### src/rtl/hazard_ctrl.sv
// Pipeline control for the five-stage CPU: per-cycle advance/hold/bubble decisions
// for PC and the four pipeline registers, covering load-use, taken branch and memory wait.
module hazard_ctrl #(
    parameter int REG_AW      = 5,
    parameter int MEM_TIMEOUT = 15,
    parameter int CNT_W       = 16
) (
    input  logic              clk,
    input  logic              rst,
    input  logic [REG_AW-1:0] id_rs_addr,
    input  logic [REG_AW-1:0] id_rt_addr,
    input  logic              id_uses_rs,
    input  logic              id_uses_rt,
    input  logic              read_mem_EX,
    input  logic [REG_AW-1:0] wite_reg_addr_EX,
    input  logic              branch_taken_EX,
    input  logic              mem_req,
    input  logic              mem_ack,
    output logic              pc_en,
    output logic              if_id_en,
    output logic              id_ex_en,
    output logic              ex_mem_en,
    output logic              mem_wb_en,
    output logic              if_id_flush,
    output logic              id_ex_flush,
    output logic              ex_mem_flush,
    output logic              mem_wb_bubble,
    output logic              err,
    output logic [CNT_W-1:0]  stall_cnt,
    output logic [CNT_W-1:0]  flush_cnt
);

    localparam int WAIT_W = $clog2(MEM_TIMEOUT);
    localparam logic [WAIT_W-1:0] WAIT_LAST = WAIT_W'(MEM_TIMEOUT - 1);
    localparam logic [CNT_W-1:0]  CNT_MAX   = '1;

    typedef enum logic [1:0] {
        RUN      = 2'd0,
        MEM_WAIT = 2'd1,
        ERR      = 2'd2
    } state_t;

    state_t            r_state;
    state_t            w_state_nxt;
    logic [WAIT_W-1:0] r_wait_cnt;
    logic [WAIT_W-1:0] w_wait_nxt;
    logic              r_err;
    logic [CNT_W-1:0]  r_stall_cnt;
    logic [CNT_W-1:0]  r_flush_cnt;
    logic              w_mem_stall;
    logic              w_load_use;
    logic              w_flush_event;

    // A load whose destination is a real register and is read by the ID instruction.
    assign w_mem_stall = mem_req && !mem_ack;
    assign w_load_use  = read_mem_EX && (wite_reg_addr_EX != '0) &&
                         ((id_uses_rs && (id_rs_addr == wite_reg_addr_EX)) ||
                          (id_uses_rt && (id_rt_addr == wite_reg_addr_EX)));

    // NOTE: every signal written here gets a default first, so no path leaves one unassigned (no latch).
    always_comb begin
        pc_en         = 1'b1;
        if_id_en      = 1'b1;
        id_ex_en      = 1'b1;
        ex_mem_en     = 1'b1;
        mem_wb_en     = 1'b1;
        if_id_flush   = 1'b0;
        id_ex_flush   = 1'b0;
        ex_mem_flush  = 1'b0;
        mem_wb_bubble = 1'b0;
        w_state_nxt   = r_state;
        w_wait_nxt    = r_wait_cnt;
        w_flush_event = 1'b0;

        if (rst) begin
            // Pipeline registers have no reset: hold them and feed bubbles.
            {pc_en, if_id_en, id_ex_en, ex_mem_en, mem_wb_en} = '0;
            {if_id_flush, id_ex_flush, ex_mem_flush, mem_wb_bubble} = '1;
            w_state_nxt = RUN;
            w_wait_nxt  = '0;
        end else begin
            case (r_state)
                ERR: begin
                    {pc_en, if_id_en, id_ex_en, ex_mem_en, mem_wb_en} = '0;
                    mem_wb_bubble = 1'b1;
                end
                default: begin
                    if (w_mem_stall) begin
                        {pc_en, if_id_en, id_ex_en, ex_mem_en} = '0;
                        mem_wb_bubble = 1'b1;
                        if (r_wait_cnt == WAIT_LAST) begin
                            w_state_nxt = ERR;
                            w_wait_nxt  = '0;
                        end else begin
                            w_state_nxt = MEM_WAIT;
                            w_wait_nxt  = r_wait_cnt + 1'b1;
                        end
                    end else begin
                        w_state_nxt = RUN;
                        w_wait_nxt  = '0;
                        if (branch_taken_EX) begin
                            if_id_flush   = 1'b1;
                            id_ex_flush   = 1'b1;
                            w_flush_event = 1'b1;
                        end else if (w_load_use) begin
                            pc_en       = 1'b0;
                            if_id_en    = 1'b0;
                            id_ex_flush = 1'b1;
                        end
                    end
                end
            endcase
        end
    end

    // NOTE: sequential state uses non-blocking assignments so all registers update from pre-edge values.
    always_ff @(posedge clk) begin
        if (rst) begin
            // NOTE: only control state is reset; the outputs above already force bubbles during reset.
            r_state     <= RUN;
            r_wait_cnt  <= '0;
            r_err       <= 1'b0;
            r_stall_cnt <= '0;
            r_flush_cnt <= '0;
        end else begin
            r_state    <= w_state_nxt;
            r_wait_cnt <= w_wait_nxt;
            if (w_state_nxt == ERR) begin
                r_err <= 1'b1;
            end
            if (!pc_en && (r_stall_cnt != CNT_MAX)) begin
                r_stall_cnt <= r_stall_cnt + 1'b1;
            end
            if (w_flush_event) begin
                r_flush_cnt <= (r_flush_cnt >= CNT_MAX - 1'b1) ? CNT_MAX
                                                               : r_flush_cnt + CNT_W'(2);
            end
        end
    end

    assign err       = r_err;
    assign stall_cnt = r_stall_cnt;
    assign flush_cnt = r_flush_cnt;

endmodule

### config.mk
export PLATFORM = sky130hd
export DESIGN_NAME = hazard_ctrl
export DESIGN_NICKNAME = d
export VERILOG_FILES = /design/src/rtl/hazard_ctrl.sv
export SDC_FILE = /design/constraint.sdc
export NUM_CORES = 1
export LEC_CHECK = 0
export CAP_MARGIN = 10
export CORE_AREA = 2 2 77 79
export CTS_CLUSTER_DIAMETER = 30
export DETAILED_ROUTE_END_ITERATION = 10
export DIE_AREA = 0 0 79 81
export GPL_ROUTABILITY_DRIVEN = 1
export PLACE_DENSITY = 0.81
export SLEW_MARGIN = 30
export SYNTH_ARGS = -nofsm -noshare
export SYNTH_HDL_FRONTEND = slang
export SYNTH_SLANG_ARGS = --single-unit
export TNS_END_PERCENT = 10
### constraint.sdc
create_clock -name clk -period 2.3 [get_ports clk]
set_clock_uncertainty 0.05 [all_clocks]
set_input_delay 0.46 -clock clk [delete_from_list [all_inputs] [get_ports clk]]
set_output_delay 0.46 -clock clk [all_outputs]
set_load 0.005 [all_outputs]
==> flow_summary.json <==
{
  "status": "completed",
  "die_w_um": 79,
  "worstPathRequired_ns": 1.79,
  "syn_avg_cell_area_um2": 8.45,
  "yosys.area_share.simple_pct": 28.8,
  "worst_path_max_delay_cell": "or4_1",
  "endpoint_kind": "output pin",
  "grt_pass1_vias": 2074,
  "dieArea_um2": 6400,
  "clk_pin_slew_ns": 0.07,
  "fmax_ghz": 0.437,
  "hold_path.class": "flip-flop to flip-flop",
  "area_delta_synth_final_pct": 49.1,
  "cts_sinks": 39,
  "drt_iter0_drc": 121,
  "dr.pass1.iters": 4,
  "synth_cell_types": 48,
  "vias": 2186,
  "grt-ovfl-total": 0,
  "rows": 28,
  "tightest_slew_ns": 0.368,
  "cts_root_buf": "clkbuf_8",
  "synth_flop_cell": "dfxtp_1",
  "max_slew_margin_pct": 75.1,
  "start_util_pct": 37.8,
  "path_class": "primary input to output pin",
  "totalNegativeSetupSlack_ns": 0,
  "die_y_um": 81,
  "synthAdderAreaFrac_pct": 2.33,
  "synth_common_cells": "dfxtp_1, a21oi_1, nor2_1, nand2_1, nand3_1",
  "synth.area.top_cells": "dfxtp_1, a21oi_1, xnor2_1",
  "muxShareOfSynthArea_pct": 2.10,
  "grt_pass1_wl_um": 9470,
  "start_kind": "primary input",
  "finalCritPeriodShare_pct": 99.5,
  "path_depth": 7,
  "io_buffers": 64,
  "htreeDepth": 2,
  "final_area_um2": 3200,
  "dpl_cell_area_um2": 2990,
  "io_pins": 65,
  "reg2reg_to": "stall_cnt[1]$_SDFFE_PP0P_",
  "ir_drop_mv": 0.233,
  "dp.final_hpwl_um": 4030,
  "place_congestion": 0.870,
  "cpPeakStageDelay_ns": 0.48,
  "slew_violations": 0,
  "clockBufferDepth": 2,
  "synthXorXnorAreaFrac_pct": 6.93,
  "hold_viol_final": 0,
  "path_buf_inv": 3,
  "setup_viol": 0,
  "synth_top_area_share_pct": 36.4,
  "grt_max_degree": 31,
  "hold_buffers": 0,
  "antenna_found_initial": 0,
  "antennaDiodeCount": 0,
  "r2r_start": "stall_cnt[0]$_SDFFE_PP0P_",
  "drive_above_1_share_pct": 21.3,
  "synth-seq-cells": 39,
  "maxCapViolations": 0,
  "reg2reg_slack_ns": 0.18,
  "rr_worst_depth": 9,
  "num-nets-final": 369,
  "synth_top_family_by_area": "simple AND/OR/NAND/NOR gates",
  "syn_nets": 281,
  "drc": 0,
  "synth-async-reset-ratio_pct": 0,
  "endpoint": "if_id_en",
  "worst-path-max-fanout": 3,
  "path_cells": "clkdlybuf4s15_1 -> or4_1 -> o21ai_2 -> buf_6 -> nor2_4 -> a21oi_4 -> buf_2",
  "core-area_um2": 5680,
  "yosys.area.top_type": "dfxtp_1",
  "startpoint": "wite_reg_addr_EX[3]",
  "synth_edf_count": 0,
  "yosys.cell_count.top_type": "dfxtp_1",
  "vias_per_cell": 5.23,
  "ant_nets": 0,
  "leakage_nw": 1.20,
  "routed_wl_um": 5800,
  "layout_min_cycle_time_ns": 2.29,
  "ys.warnings.count": 0,
  "cts_tree": "done",
  "p_per_area_nw_per_um2": 429,
  "arrival_ns": 1.78,
  "ys_seq_area_share_pct": 36.4,
  "cts-buffers-inserted": 5,
  "syn_inst": 254,
  "wire_per_inst_um": 13.9,
  "clkLatencyLatePin_ns": 0.30,
  "rsz0062_at_grt": "true",
  "synth-compound-area-share_pct": 17.5,
  "synth_area_um2": 2150,
  "grt_use_total_pct": 18.4,
  "critical_path.top_delay_family": "simple AND/OR/NAND/NOR gates"
}
## flip-flops by register name (all words and copies together), names as in the netlist
name and cells:
flush_cnt 16, err 1, stall_cnt 16, r_wait_cnt 4, r_state 2
## metal layers
metal | vias to the layer above | share of wire [%] | track usage, %
li1 | 1107 | - | -
met1 | 1021 | 44 | 22.4
met2 | 52 | 50 | 32.5
met3 | 6 | 5.1 | 4.67
met4 | 0 | 1.0 | 4.83
met5 | - | 0 | 0
## kinds of logic after synthesis
| group | count (synthesis) |
|---|---|
| AOI/OAI and AO/OA | 58 |
| xor gates and xnor gates | 17 |
| adders and majority gates | 4 |
| buffers and inverters | 23 |
| DFF | 39 |
| muxes | 4 |
| and+or+nand+nor | 109 |
## power breakdown
part / leakage [nW] / internal (mW) / switching (mW)
clock: 0.0412 / 0.212 / 0.254
combinational: 0.847 / 0.120 / 0.0906
sequential: 0.315 / 0.683 / 0.0115
## through the flow
step | worst slack, ns | utilization, % | std cells | hold slack (ns) | total power [mW]
3_3_place_gp | -0.625 | 52.7 | 406 | 0.384 | 0.903
5_1_grt | -0.0480 | 56.4 | 418 | 0.440 | 1.43
4_1_cts | 0.0120 | 55.0 | 418 | 0.412 | 1.37
3_5_place_dp | -0.621 | 52.7 | 406 | 0.394 | 0.907
6_report | 0.0110 | 56.4 | 418 | 0.406 | 1.37
2_1_floorplan | 0.0442 | - | 254 | 0.392 | 0.793
## tightest hold or removal path, stage by stage, from the launching register on
cell and delay, ns:
dfxtp_1 0.31, inv_1 0.04, a21oi_1 0.05
## cell usage in the layout (no fill, tap or decap), drive strengths merged, types with 3 or more instances in the layout
cell type / instances
nor2b: 4
xnor2: 13
dlymetal6s2s: 5
o21ai: 10
nor4: 3
xor2: 4
nand4: 12
or4: 10
nand3: 16
inv: 9
and3: 5
nor2: 23
clkbuf: 6
and2: 3
or3: 3
dlygate4sd2: 8
nand2: 16
clkdlybuf4s50: 41
or2: 4
a21oi: 26
o31ai: 8
buf: 38
dfxtp: 39
nor3: 3
mux2i: 3
clkdlybuf4s15: 3
ha: 4
o41ai: 3
## layout make-up
| class | instances | area [um2] |
|---|---|---|
| flip-flops and latches | 39 | 781 |
| fillers | 551 | 2470 |
| inverters | 9 | 33.8 |
| clock inverters | 2 | 12.5 |
| well taps | 75 | 93.8 |
| multi-input cells | 192 | 1310 |
| clock buffers | 6 | 72.6 |
| repair buffers | 95 | 896 |
## worst min-delay path by stage
stage | from | endpoint | slack (ns) | depth (start not counted)
final | err$_SDFFE_PP0N_ | err$_SDFFE_PP0N_ | 0.41 | 2
after global routing | err$_SDFFE_PP0N_ | err$_SDFFE_PP0N_ | 0.44 | 2
after CTS | err$_SDFFE_PP0N_ | err$_SDFFE_PP0N_ | 0.41 | 2
after detailed placement | err$_SDFFE_PP0N_ | err$_SDFFE_PP0N_ | 0.39 | 2
after global placement | err$_SDFFE_PP0N_ | err$_SDFFE_PP0N_ | 0.38 | 2
after floorplan | err$_SDFFE_PP0N_ | err$_SDFFE_PP0N_ | 0.39 | 2
## repair_timing
item | 4_1_cts | 5_1_grt
buffers inserted | 5 | 0
setup endpoints to repair | 24 | 17
gates resized for setup | 56 | 22
pin swaps | 14 | 17
Note: power is estimated with default switching activity, not from simulation.
